**config.mk**
```make
export PLATFORM = sky130hd
export DESIGN_NAME = pm_fetch_unit
export DESIGN_NICKNAME = d
export VERILOG_FILES = /design/src/rtl/pm_fetch_unit.sv
export SDC_FILE = /design/constraint.sdc
export NUM_CORES = 1
export LEC_CHECK = 0
export ABC_AREA = 0
export BUFFER_PORTS_ARGS = -buffer_cell sky130_fd_sc_hd__clkbuf_2
export CAP_MARGIN = 5
export CORE_MARGIN = 10
export CORE_UTILIZATION = 57
export DETAILED_ROUTE_END_ITERATION = 6
export PLACE_DENSITY = 0.83
export SETUP_SLACK_MARGIN = 0.4
export SLEW_MARGIN = 20
export SYNTH_ARGS = -nofsm -noshare
export SYNTH_HDL_FRONTEND = slang
export SYNTH_SLANG_ARGS = --single-unit
```
**constraint.sdc**
```tcl
create_clock -name clk -period 11.3 [get_ports clk]
set_input_delay 0.565 -clock clk [delete_from_list [all_inputs] [get_ports clk]]
set_output_delay 0.565 -clock clk [all_outputs]
set_load 0.01 [all_outputs]
```
**src/rtl/pm_fetch_unit.sv**
```systemverilog
// rtl/pm_fetch_unit.sv - program-memory instruction fetch with 2-entry instruction queue and branch redirect
module pm_fetch_unit #(
    parameter int PMA_SIZE = 16,
    parameter int PMD_SIZE = 32
) (
    input  logic                clk,
    input  logic                reset,
    input  logic                fetch_en,
    input  logic                br_taken,
    input  logic [PMA_SIZE-1:0] br_addr,
    input  logic                dec_stall,
    output logic                ps_pm_cslt,
    output logic                ps_pm_wrb,
    output logic [PMA_SIZE-1:0] ps_pm_add,
    input  logic [PMD_SIZE-1:0] pm_ps_op,
    output logic                inst_vld,
    output logic [PMD_SIZE-1:0] inst,
    output logic [PMA_SIZE-1:0] inst_pc,
    output logic                fetch_busy
);

    typedef enum logic {IDLE, RUN} state_t;

    state_t                state_q, state_d;
    logic [PMA_SIZE-1:0]   pc_q, pc_d;
    logic [PMA_SIZE-1:0]   resp_pc_q, resp_pc_d;
    logic                  inflight_q, inflight_d;
    logic [1:0]            count_q, count_d;
    logic [PMD_SIZE-1:0]   head_data_q, head_data_d, tail_data_q, tail_data_d;
    logic [PMA_SIZE-1:0]   head_pc_q, head_pc_d, tail_pc_q, tail_pc_d;

    logic                  pop;
    logic                  push;
    logic                  issue;
    logic [2:0]            occ;

    always_ff @(posedge clk or posedge reset) begin
        if (reset) begin
            state_q     <= IDLE;
            pc_q        <= '0;
            resp_pc_q   <= '0;
            inflight_q  <= 1'b0;
            count_q     <= 2'd0;
            head_data_q <= '0;
            tail_data_q <= '0;
            head_pc_q   <= '0;
            tail_pc_q   <= '0;
        end else begin
            state_q     <= state_d;
            pc_q        <= pc_d;
            resp_pc_q   <= resp_pc_d;
            inflight_q  <= inflight_d;
            count_q     <= count_d;
            head_data_q <= head_data_d;
            tail_data_q <= tail_data_d;
            head_pc_q   <= head_pc_d;
            tail_pc_q   <= tail_pc_d;
        end
    end

    always_comb begin
        state_d     = fetch_en ? RUN : IDLE;
        pc_d        = pc_q;
        resp_pc_d   = resp_pc_q;
        count_d     = count_q;
        head_data_d = head_data_q;
        tail_data_d = tail_data_q;
        head_pc_d   = head_pc_q;
        tail_pc_d   = tail_pc_q;

        pop  = (count_q != 2'd0) & ~dec_stall;
        push = inflight_q;
        // Slots already promised: queued words plus the read still in flight.
        occ   = {1'b0, count_q} + {2'b00, inflight_q} - {2'b00, pop};
        issue = (state_q == RUN) & ~br_taken & (occ < 3'd2);
        inflight_d = issue;

        if (br_taken) begin
            pc_d = br_addr;
        end else if (issue) begin
            pc_d      = pc_q + {{(PMA_SIZE-1){1'b0}}, 1'b1};
            resp_pc_d = pc_q;
        end

        // A branch discards the queue and any word landing on the same edge.
        if (br_taken) begin
            count_d = 2'd0;
        end else begin
            case ({push, pop})
                2'b10: begin
                    if (count_q == 2'd0) begin
                        head_data_d = pm_ps_op;
                        head_pc_d   = resp_pc_q;
                    end else begin
                        tail_data_d = pm_ps_op;
                        tail_pc_d   = resp_pc_q;
                    end
                    count_d = count_q + 2'd1;
                end
                2'b01: begin
                    head_data_d = tail_data_q;
                    head_pc_d   = tail_pc_q;
                    count_d     = count_q - 2'd1;
                end
                2'b11: begin
                    if (count_q == 2'd1) begin
                        head_data_d = pm_ps_op;
                        head_pc_d   = resp_pc_q;
                    end else begin
                        head_data_d = tail_data_q;
                        head_pc_d   = tail_pc_q;
                        tail_data_d = pm_ps_op;
                        tail_pc_d   = resp_pc_q;
                    end
                end
                default: ;
            endcase
        end
    end

    assign ps_pm_cslt = issue;
    assign ps_pm_wrb  = 1'b0;
    assign ps_pm_add  = pc_q;
    assign inst_vld   = (count_q != 2'd0);
    assign inst       = head_data_q;
    assign inst_pc    = head_pc_q;
    assign fetch_busy = (state_q == RUN) | inflight_q;

endmodule

```
== After elaboration in Yosys (flattened, before gate mapping) ==
Cells that the tools add are included.
Storage, ports and cells
  flip-flop bits (word level): 132
  input bits: 53
  output and inout port bits: 68
Operators by class
  add/sub/neg operators: 5
  magnitude comparators: 1
  eq/ne operators: 7
  muxes and demuxes: 17
  bitwise logic cells: 6
  reduce and logical (&&, ||, !) cells: 9
Operator list (number)
  $mux W32: 4
  $mux W16: 6
  $pmux W32 S3: 1
  $pmux W32 S2: 1
  $pmux W16 S3: 1
  $pmux W16 S2: 1
  $add A16 B1 Y16 const B: 1
  $ne A2 B2 Y1 const B: 3
  $reduce_bool A2 Y1: 3
  $reduce_bool A3 Y1: 2
  $eq A2 B1 Y1 const B: 2
  $eq A2 B2 Y1 const B: 2
  $pmux W2 S2: 1
  $reduce_and A4 Y1: 1
  $add A2 B1 Y3: 1
  $and A1 B1 Y1: 3
  $lt A3 B2 Y1 const B: 1
  $reduce_and A3 Y1: 1
  $sub A3 B1 Y3: 1
  $add A2 B1 Y2 const B: 1
  $logic_not A2 Y1: 1
  $mux W2: 1
  $not A1 Y1: 2
  $reduce_and A2 Y1: 1
  3 further kinds: 3

== Depth between registers and ports, before layout ==
Gate-level depths: netlist of the first run.
  word-level depth: 7
  depth in mapped cells: 12
  depth with buffers taken out: 11

== Worst setup path after synthesis of the first run ==
OpenSTA, ideal clock, no wires.
  path kind: register -> output
  start point: register count_q[1]
  end point: output port ps_pm_cslt
  arrival: 2.401 ns
  setup slack: 8.334 ns
  stages on the path, launching flop included: 11
  path buffers: 1
  cell sequence: dfrtp_1 -> inv_1 -> ha_1 -> nor2_1 -> xnor2_1 -> nand2_1 -> fa_1 -> xnor2_1 -> nand2_2 -> inv_2 -> buf_2
On the way
  longest elaborated chain between the ends: 5
  elaborated cells between the ends (all ways): 6
  classes of those cells: add/sub (2); order compare (1); bitwise (2); reduce/logical (1)
Ends and longest elaborated chain
  from (decl): RTL line 28  | logic [1:0] count_q, count_d;
  from (signal assigned): RTL line 53  | count_q <= count_d;
  parallel branches: the longest is 2 deep, another holds $add A2 B1 Y3
  $sub A3 B1 Y3 (*): RTL line 74  | occ = {1'b0, count_q} + {2'b00, inflight_q} - {2'b00, pop};
  $lt A3 B2 Y1 (*): RTL line 75  | issue = (state_q == RUN) & ~br_taken & (occ < 3'd2);
  $and A1 B1 Y1 (*): RTL line 75
  to (decl): RTL line 12  | output logic ps_pm_cslt,
Every way passes the cells marked *.

== Final worst setup path of the first run ==
Ends and elaborated chain as after synthesis.

==> results.md, run 1 <==
* Final period utilization at 37.80%
* Area post-placement at 0.006500 mm^2
* Top cells by area, synth: dfrtp_1 56%, mux2i_1 8.4%, mux2_1 5.4%, a21oi_1 4.2%, nand2_1 4.0%
* Max-cap check violation count at 0
* Filler cells at 702
* Vias in the first global route at 4648
* Final TNS setup at 0 ps
* H-tree Lvls at 4
* Synth Net Count at 572
* First-pass GRT wire length at 23220 um
* Setup WS post-layout at 7029 ps
* Seq. cell area at 0.003303 mm^2
* CP cell instances: inv_1, ha_1, nor2_1, xnor2_1, nand2_1, fa_1, xnor2_1, nand2_2, inv_2, clkbuf_2
* Number of buffers created by CTS at 17
* Crit-path slowest cell: dfrtp_1
* Drt wl/cell at 18.07 um
* Most used DFF post-synth: dfrtp_1
* Synth unique cells at 51
* Largest area contributor in the synthesized netlist: dfrtp_1
* Max Root-Sink Buffers at 2
* Synth Area in Compound Gates at 9.110%
* Largest net degree at the start of global routing at 83
* Sw frac at 36.62%
* Register area share after synthesis at 56.46%
* Via density at 5.692
* Startpoint types: register
* Top cell by count, worst path: xnor2_1
* Part of the power in registers at 40.5%
* Skew-Pair Late Insertion Delay at 520 ps
* Crit path kind: reg -> out
* Crit path max fanout at 27
* Post-DP HPWL at 9474 um
* Max stage delay on crit path at 510 ps
* Pint at 1.283 mW
* Avg Synthesized Cell Area at 11.36 um^2
* N_diodes at 0
* Share of cells above drive strength 1 at 29.22%
* # port buffers at 119
* Worst Tran Pin Value at 725.0 ps
* Fmax at 234.1 MHz
* Synth-to-Final Area Change at 21.21%
* P_sw at 741.2 uW
* Resized Gates After CTS at 0
* Largest family of logic cells by synthesized area: multiplexers
* Arrival time at the worst endpoint at 3710 ps
* Count leader, synth: dfrtp_1
* Grt ovf at 0
* Synth Instances at 515
* VDD IR max at 125.4 uV
* Post-synthesis simple-gate area fraction at 11.36%
* Asr flop ratio synth at 100.0%
* Die width at 121.3 um
* Slew margin rel. at 51.67%
* Setup Viol. Count Final at 0
* Post-synthesis adder-cell area fraction at 0.9837%
* Unrepaired setup endpoints after global routing: no
* Clock root buffer: clkbuf_8
* Final Critical Period at 4271 ps
* Clock Skew at 8.153 ps
* Yosys top cell area share at 56.46%
* Routed WL at 13970 um
* Final Instance Area at 0.007092 mm^2
* Row cnt at 36
* Via Count at 4400
* Multi-input gate area at 0.002365 mm^2
* CP required at 10740 ps
* GRT Util Overall at 19.48%
* Initial antenna violation count at 0
* Hold buffers post-CTS at 0
* Nets at 684
* Synth Area in XOR/XNOR at 0.7271%
* Dpl ws at 7611 ps
* Post-synth top cells: 132 x dfrtp_1, 62 x nand2_1, 56 x nor2_1, 49 x a21oi_1, 49 x mux2i_1
* EDFF count, synth at 0
* CTS tree: yes
* Routability cong. at 0.8987
* Die Y at 121.3 um
* Synth warnings at 0
* Slew Limit Fails at 0
* Worst r2r path cells at 11
* Tot Pwr at 2.024 mW
* Ports at 121
* Core Area at 0.009864 mm^2
* Starting DRT DRC Count at 408
* Synthesized cell area at 0.005851 mm^2
* Drt drc at 0
* Status: completed
* P_leak at 3.329 nW
* Mux share of post-synthesis cell area at 17.62%
* Power Dens Cells at 285.4 mW/mm^2
* R2R Setup Slk at 7760 ps
* Final Hold Vio Count at 0
* Worst-path clk slew at 60 ps
* Post-CTS Setup Inserts at 0
* Min-Delay Path Class: in -> async
* Detailed Routing Iterations Pass 1 at 5
* Comb pwr share at 34.4%
* Clk network pwr share at 25.2%
* Initial core utilization at 59.31%
* Synth Register Bits at 132
* Die area at 0.01472 mm^2
* Worst setup EP type: output pin
* DRT antenna net count at 0
* Sink Count at 132
==> per-layer routing <==
layer	wire (um)	vias to the layer above	GRT usage, %	part of all wire (%)
li1	-	2044	-	-
met1	5883	2157	24.84	42
met2	6713	184	30.35	48
met3	1205	15	6.701	8.6
met4	168	0	6.557	1.2
met5	0	-	0	0
==> path summary, 6_finish.rpt <==
kind	start	endpoint
min in group clk	fetch_en	state_q$_DFF_PP0_
worst min register to register	tail_pc_q[3]$_DFFE_PP0P_	tail_pc_q[3]$_DFFE_PP0P_
max in group asynchronous	reset	ps_pm_add[1]$_DFFE_PP0P_
worst max-delay path	count_q[1]$_DFFE_PP0P_	ps_pm_cslt
worst min-delay path	reset	tail_data_q[8]$_DFFE_PP0P_
worst max register to register	count_q[1]$_DFFE_PP0P_	ps_pm_add[0]$_DFFE_PP0P_
==> flip-flops by register name, summed over array words and instances (netlist names) <==
signal       count
inst            32
tail_data_q     32
inst_pc         16
ps_pm_add       16
resp_pc_q       16
tail_pc_q       16
count_q          2
inflight_q       1
state_q          1
==> logic make-up (layout without fill, tap and decap cells) <==
kind of cell	Yosys count	count (layout)
flops	132	132
buf+inv	41	166
xor+xnor	4	4
compound gates	84	84
simple gates	152	152
other cells	1	1
mux	97	97
fa+ha+maj	4	4
==> critical path, delay by kind of cell, from the launching register on <==
| kind | cells | cell delay, ps |
|---|---|---|
| xor gates and xnor gates | 2 | 570 |
| adders and majority gates | 2 | 690 |
| buffers and inverters | 3 | 710 |
| DFF | 1 | 510 |
| and+or+nand+nor | 3 | 680 |
==> through the flow <==
stage          hold slack [ps]  std cells  utilization, %
2_1_floorplan            459.9        515               -
3_3_place_gp             473.1        740           65.89
3_5_place_dp             481.2        740           65.89
4_1_cts                  124.0        772           71.58
5_1_grt                  149.5        773           71.89
6_report                 112.8        773           71.89
==> final cells by class <==
class	instances	share of cell area, %
repair buffers	124	9.263
clock buffers	20	6.422
flip-flops and latches	132	46.58
clock inverters	12	1.482
well taps	133	2.347
inverters	10	0.5646
multi-input cells	342	33.35
==> cell usage in the layout (no fill, tap or decap), types with 2 or more instances in the layout <==
cell        netlist  routed
o211ai_1          6       6
nand3_1           7       7
mux2_1           28      28
nor2_1           56      56
xnor2_1           3       3
clkbuf_16         0      16
or3_1             4       4
a221o_1           5       5
mux2i_1          49      49
nand4_1           7       7
nand2_1          62      62
ha_1              3       3
inv_1             8       7
clkinv_2          0       4
mux2_2           20      20
inv_2             2       2
o311ai_1          5       5
nor3_1            2       2
dfrtp_1         132     132
o21ai_1           5       5
clkbuf_2          0     119
clkbuf_8          0       4
a22oi_1           2       2
and4_1            2       2
buf_4             3       3
a21oi_4           0       2
o311ai_0          2       2
a21oi_1          49      49
nor4_1            2       2
clkinvlp_4        0       5
==> power by group through the flow <==
stage / clock (mW) / combinational, mW / sequential (mW)
finish: 0.509 / 0.696 / 0.819
global route: 0.538 / 0.780 / 0.846
CTS: 0.519 / 0.697 / 0.819
detailed placement: 0 / 0.688 / 0.825
global placement: 0 / 0.659 / 0.808
floorplan: 0 / 0.438 / 0.834
No activity file was read; power rests on OpenSTA's default activity.
==> run 2: changes to the inputs <==
--- a/config.mk
+++ b/config.mk
@@ -9,9 +9,9 @@
 export BUFFER_PORTS_ARGS = -buffer_cell sky130_fd_sc_hd__clkbuf_2
 export CAP_MARGIN = 5
 export CORE_MARGIN = 10
-export CORE_UTILIZATION = 57
+export CORE_UTILIZATION = 55
 export DETAILED_ROUTE_END_ITERATION = 6
-export PLACE_DENSITY = 0.83
+export PLACE_DENSITY = 0.8
 export SETUP_SLACK_MARGIN = 0.4
 export SLEW_MARGIN = 20
 export SYNTH_ARGS = -nofsm -noshare
==> constraint.sdc (replaced) <==
create_clock -name clk -period 4.5 [get_ports clk]
set_input_delay 0.225 -clock clk [delete_from_list [all_inputs] [get_ports clk]]
set_output_delay 0.225 -clock clk [all_outputs]
set_load 0.01 [all_outputs]
==> run 2 against run 1 <==
  * Final cell count up 6.3%
  * Largest cell class unchanged
  * Clock-buffer cell count unchanged
  * Clock skew decreased by 1.2 ps
  * Critical endpoint unchanged
  * Sequential power increased to 2.5 times the previous value
  * Combinational power grew to 2.6 times the previous value
  * Design area rose by 6.9%
  * Register-to-register slack got worse by 6600 ps
  * Sequential share of layout area shrank 3.0 points
==> results.md, run 2 (same netlist as run 1, synthesis figures left out) <==
* Status: completed
* CP cell instances: inv_1, ha_1, nor2_1, xnor2_1, nand2_1, fa_1, xnor2_1, nand2_4, inv_2, clkbuf_2
* Synth-to-Final Area Change at 29.53%
* First-pass GRT wire length at 22970 um (-1.1%)
* Initial antenna violation count at 0 (unchanged)
* Largest net degree at the start of global routing at 80 (-3.6%)
* Core Area at 0.01032 mm^2 (+4.7%)
* Share of cells above drive strength 1 at 26.68% (-2.5 points)
* Worst r2r path cells at 11 (unchanged)
* H-tree Lvls at 4 (unchanged)
* Via density at 5.474 (-3.8%)
* Drt wl/cell at 17.48 um (-3.3%)
* N_diodes at 0 (unchanged)
* R2R Setup Slk at 1110 ps (-6650 ps)
* Crit path capture: ps_pm_cslt
* Clock root buffer: clkbuf_8
* Sink Count at 132 (unchanged)
* Post-DP HPWL at 9411 um (-0.67%)
* Slew Limit Fails at 0 (unchanged)
* Skew-Pair Late Insertion Delay at 510 ps (about the same)
* Final Critical Period at 3812 ps
* Critical path origin: count_q[1]$_DFFE_PP0P_
* Die Y at 123.1 um (+1.5%)
* Drt drc at 0 (unchanged)
* Final TNS setup at 0 ps (unchanged)
* Worst path bufs/invs at 3 (unchanged)
* Nets at 732 (+7.0%)
* Reg2Reg Launch Point: count_q[1]$_DFFE_PP0P_
* Detailed Routing Iterations Pass 1 at 5 (unchanged)
* Arrival time at the worst endpoint at 3590 ps (-120 ps)
* Max stage delay on crit path at 510 ps (about the same)
* Post-CTS Setup Inserts at 0 (unchanged)
* Reg2Reg Capture Point: ps_pm_add[0]$_DFFE_PP0P_
* CP required at 4280 ps (-6460 ps)
* Final Hold Vio Count at 0 (unchanged)
* Area post-placement at 0.006529 mm^2 (+0.44%)
* Most common cell after layout, fill and taps aside: dfrtp_1
* Clock Skew at 6.914 ps (-1.239 ps)
* Min-Delay Path Class: in -> reg
* Final period utilization at 84.71%
* Ports at 121 (unchanged)
* Die width at 123.1 um (+1.5%)
* GRT Util Overall at 19.00% (-0.48 points)
* Worst-path clk slew at 60 ps (about the same)
* Initial core utilization at 56.67% (-2.6 points)
* Worst Tran Pin Value at 1018 ps (+292.8 ps)
* VDD IR max at 402.9 uV (+220%)
* Fmax at 262.3 MHz
* Filler cells at 678 (-3.4%)
* Dpl ws at 1057 ps (-6554 ps)
* Grt ovf at 0 (unchanged)
* CTS tree: yes
* Via Count at 4500 (+2.3%)
* Routability cong. at 0.8223 (-8.5%)
* Slew margin rel. at 32.11% (-20 points)
* Max Root-Sink Buffers at 2 (unchanged)
* Number of buffers created by CTS at 17 (unchanged)
* # port buffers at 119 (unchanged)
* Top cell by count, worst path: xnor2_1
* Worst setup EP type: output pin
* Setup Viol. Count Final at 0 (unchanged)
* Max-cap check violation count at 0 (unchanged)
* P_leak at 3.539 nW (+6.3%)
* Crit path kind: reg -> out
* Die area at 0.01516 mm^2 (+3.0%)
* Seq. cell area at 0.003303 mm^2 (unchanged)
* Most frequent cells in the layout: 132 x dfrtp_1, 119 x clkbuf_2, 62 x nand2_1
* Routed WL at 14370 um (+2.9%)
* Starting DRT DRC Count at 432 (+5.9%)
* Multi-input gate area at 0.002370 mm^2 (+0.21%)
* Final Instance Area at 0.007579 mm^2 (+6.9%)
* Setup WS post-layout at 688.0 ps (-6341 ps)
* Vias in the first global route at 4577 (-1.5%)
* Crit path max fanout at 27 (unchanged)
* Unrepaired setup endpoints after global routing: no
* Crit-path slowest cell: dfrtp_1
* Crit path depth at 10 (unchanged)
* Worst path top cell family by delay: adder cells
* Row cnt at 37 (+2.8%)
* Startpoint types: register
* DRT antenna net count at 0 (unchanged)
* Power Dens Cells at 675.0 mW/mm^2 (+140%)
==> run 2: cell count changes in the layout (fill, tap and decap cells not counted), sizes merged <==
cell	previous run	this run
buf	5	4
bufinv	1	2
inv	11	10
dlygate4sd3	0	49
clkinvlp	5	2
clkinv	5	6
==> run 2: worst min-delay path by stage <==
stage	from	end	slack, ps	depth (start not counted)
after detailed placement	fetch_en	state_q$_DFF_PP0_	350	1
final	br_addr[14]	ps_pm_add[14]$_DFFE_PP0P_	80	3
after CTS	br_addr[14]	ps_pm_add[14]$_DFFE_PP0P_	60	3
after global placement	fetch_en	state_q$_DFF_PP0_	360	1
after floorplan	fetch_en	state_q$_DFF_PP0_	260	0
after global routing	br_addr[14]	ps_pm_add[14]$_DFFE_PP0P_	70	3
==> run 2: repair_timing <==
item / 4_1_cts / 5_1_grt
endpoints found under the hold margin: 126 / 0
resized for setup: 0 / 1
hold buffers: 49 / 0
setup endpoints to repair: 0 / 1
==> run 2: per-layer routing <==
layer	share of wire (%)	vias up	global-route usage (%)
met5	0	-	0
met4	0.71	0	5.459
met3	8.6	10	6.518
met2	49	178	30.83
met1	42	2184	23.69
li1	-	2128	-
==> run 2: cell type report <==
class / count / area share (%)
repair buffers: 172 / 15.06
inverters: 10 / 0.5283
clock buffers: 20 / 5.877
clock inverters: 10 / 1.436
well taps: 136 / 2.245
multi-input cells: 342 / 31.27
flip-flops and latches: 132 / 43.59
==> run 2: tightest hold or removal path: cells and delay by family <==
family / cells / cell delay, ps
compound gates: 2 / 250
buf+inv: 1 / 80
==> run 2: power breakdown <==
part | internal, mW | switching, mW | total (mW)
sequential | 1.70 | 0.353 | 2.06
combinational | 0.772 | 1.01 | 1.78
clock | 0.805 | 0.471 | 1.28
==> run 2: through the flow <==
step	instances	utilization (%)	total power [mW]	hold slack [ps]
after floorplan	515	-	3.194	256.4
after global placement	743	63.24	3.698	360.2
after detailed placement	743	63.24	3.815	354.6
after CTS	822	73.36	5.152	56.43
after global routing	822	73.41	5.456	71.35
final	822	73.41	5.116	77.81
==> run 3: changes to the inputs <==
--- a/config.mk
+++ b/config.mk
@@ -9,9 +9,9 @@
 export BUFFER_PORTS_ARGS = -buffer_cell sky130_fd_sc_hd__clkbuf_2
 export CAP_MARGIN = 5
 export CORE_MARGIN = 10
-export CORE_UTILIZATION = 55
+export CORE_UTILIZATION = 49
 export DETAILED_ROUTE_END_ITERATION = 6
-export PLACE_DENSITY = 0.8
+export PLACE_DENSITY = 0.75
 export SETUP_SLACK_MARGIN = 0.4
 export SLEW_MARGIN = 20
 export SYNTH_ARGS = -nofsm -noshare
==> constraint.sdc (replaced) <==
create_clock -name clk -period 3.3 [get_ports clk]
set_input_delay 0.165 -clock clk [delete_from_list [all_inputs] [get_ports clk]]
set_output_delay 0.165 -clock clk [all_outputs]
set_load 0.01 [all_outputs]
==> run 3 against run 2 <==
  * Clock power up 56%
  * Wire length up 0.76%
  * Clock-buffer cell count up 2
  * Total power up 45%
  * Die area up 10%
  * Via count up 0.91%
  * Non-clock buffer count up 9
  * Register-to-register slack worse by 550 ps
  * Sequential share of layout area down 1.3 points
  * Highest routed layer unchanged
==> results.md, run 3 (same netlist as run 1, synthesis figures left out) <==
* Min-Delay Path Class: in -> reg
* Slew Limit Fails at 0 (unchanged)
* VDD IR max at 390.2 uV (-3.1%)
* First-pass GRT wire length at 23690 um (+3.1%)
* Via density at 5.412 (-1.1%)
* Max-cap check violation count at 0 (unchanged)
* Via Count at 4541 (+0.91%)
* H-tree Lvls at 4 (unchanged)
* CP cell instances: inv_1, ha_4, nor2_4, xnor2_2, nand2_1, fa_2, and3b_2, nand2_4, inv_6, clkbuf_2
* Worst setup EP type: output pin
* Skew-Pair Late Insertion Delay at 420 ps (-90 ps)
* Row cnt at 39 (+5.4%)
* CTS tree: yes
* DP Cell Count at 755 (+1.6%)
* Final Instance Area at 0.007806 mm^2 (+3.0%)
* Part of the power in registers at 37.6% (-2.6 points)
* Crit path max fanout at 9 (-67%)
* Drt wl/cell at 17.26 um (-1.3%)
* Ports at 121 (unchanged)
* Max stage delay on crit path at 600 ps (+90 ps)
* Detailed Routing Iterations Pass 1 at 4 (-1)
* Die area at 0.01671 mm^2 (+10%)
* Die width at 129.3 um (+5.0%)
* Seq. cell area at 0.003304 mm^2 (about the same)
* Initial antenna violation count at 0 (unchanged)
* Final Non-Filler Cells at 839 (+2.1%)
* Clk network pwr share at 27.0% (+2.0 points)
* DRT antenna net count at 0 (unchanged)
* Final TNS setup at 0 ps (unchanged)
* Sink Count at 132 (unchanged)
* N_diodes at 0 (unchanged)
* Grt ovf at 0 (unchanged)
* Startpoint types: register
* Starting DRT DRC Count at 361 (-16%)
* GRT Util Overall at 17.84% (-1.2 points)
* Final period utilization at 83.98%
* Pint at 4.860 mW (+48%)
* # port buffers at 119 (unchanged)
* Critical path origin: count_q[1]$_DFFE_PP0P_
* Drt drc at 0 (unchanged)
* Routed WL at 14480 um (+0.76%)
* R2R Setup Slk at 560 ps (-550 ps)
* Slew margin rel. at 54.18% (+22 points)
* Sw frac at 34.40% (-1.4 points)
* Unrepaired setup endpoints after global routing: no
* Status: completed
* Clock root buffer: clkbuf_16
* Crit path kind: reg -> out
* Critical hold path startpoint: pm_ps_op[15]
* Crit-path slowest cell: fa_2
* Worst-path clk slew at 50 ps (about the same)
* Setup Viol. Count Final at 0 (unchanged)
* CP required at 3130 ps (-1150 ps)
* Filler cells at 857 (+26%)
* Post-DP HPWL at 9422 um (+0.12%)
* Comb pwr share at 35.4% (+0.6 points)
* Fmax at 360.8 MHz
* Multi-input gate area at 0.002411 mm^2 (+1.7%)
* P_leak at 3.651 nW (+3.2%)
* Nets at 741 (+1.2%)
* Number of buffers created by CTS at 17 (unchanged)
* Arrival time at the worst endpoint at 2610 ps (-980 ps)
* Final Hold Vio Count at 0 (unchanged)
* Final Critical Period at 2771 ps
* Die Y at 129.3 um (+5.0%)
* Core Util, Final at 67.50% (-5.9 points)
* Power Dens Cells at 949.1 mW/mm^2 (+41%)
* Synth-to-Final Area Change at 33.43%
* Worst path top cell family by delay: adder cells
* Worst path bufs/invs at 3 (unchanged)
* Area post-placement at 0.006601 mm^2 (+1.1%)
* Clock Skew at 6.289 ps (-0.6246 ps)
* Core Area at 0.01156 mm^2 (+12%)
* P_sw at 2.548 mW (+39%)
* Most common cell after layout, fill and taps aside: dfrtp_1
* Share of cells above drive strength 1 at 30.32% (+3.6 points)
* Max Root-Sink Buffers at 2 (unchanged)
* Reg2Reg Launch Point: count_q[1]$_DFFE_PP0P_
* Initial core utilization at 50.59% (-6.1 points)
* Most frequent cells in the layout: 131 x dfrtp_1, 119 x clkbuf_2, 62 x nand2_1
* Routability cong. at 0.8598 (+4.6%)
* Largest net degree at the start of global routing at 97 (+21%)
* Worst Tran Pin Value at 687.0 ps (-330.8 ps)
* Vias in the first global route at 4627 (+1.1%)
-- run 3: final timing paths --
path	endpoint	cells after the start
worst max register to register	ps_pm_add[2]$_DFFE_PP0P_	11
max in group asynchronous	inst[7]$_DFFE_PP0P_	4
min in group asynchronous	tail_data_q[24]$_DFFE_PP0P_	3
worst min register to register	tail_pc_q[5]$_DFFE_PP0P_	1
worst min-delay path	tail_data_q[15]$_DFFE_PP0P_	2
worst max-delay path	ps_pm_cslt	10
-- run 3: layout make-up --
class | count | share of cell area (%)
multi-input combinational | 342 | 30.89
clock inverter | 9 | 1.923
timing repair buffer | 181 | 15.77
tap | 143 | 2.292
clock buffer | 22 | 6.203
sequential | 132 | 42.33
inverter | 10 | 0.5930
-- run 3: power by group through the flow --
| stage | registers [mW] | clock network (mW) | logic, mW |
|---|---|---|---|
| global route | 2.88 | 2.11 | 2.91 |
| detailed placement | 2.82 | 0 | 2.40 |
| finish | 2.78 | 2.00 | 2.62 |
| global placement | 2.77 | 0 | 2.32 |
| floorplan | 2.86 | 0 | 1.50 |
| CTS | 2.78 | 2.04 | 2.59 |
-- run 3: timing repair --
item                                    CTS  global route
resized for setup                        10             4
buffers inserted                          7             5
hold buffers                             39             1
hold endpoints to repair                 74             1
pin swaps                                 4             2
endpoints found under the setup margin   24             9
-- run 3: routing by layer --
layer / GRT usage, % / vias up / wire length [um]
met1: 22.37 / 2207 / 6268
li1: - / 2155 / -
met3: 6.566 / 20 / 1173
met2: 27.51 / 159 / 6813
met5: 0 / - / 0
met4: 7.090 / 0 / 223
-- run 3: per-stage QoR --
stage	worst slack (ps)	hold WS, ps	power [mW]
2_1_floorplan	551.8	196.4	4.356
3_3_place_gp	420.1	279.0	5.086
3_5_place_dp	229.3	275.6	5.224
4_1_cts	416.7	0.5282	7.407
5_1_grt	393.5	5.249	7.909
6_report	528.7	22.72	7.409
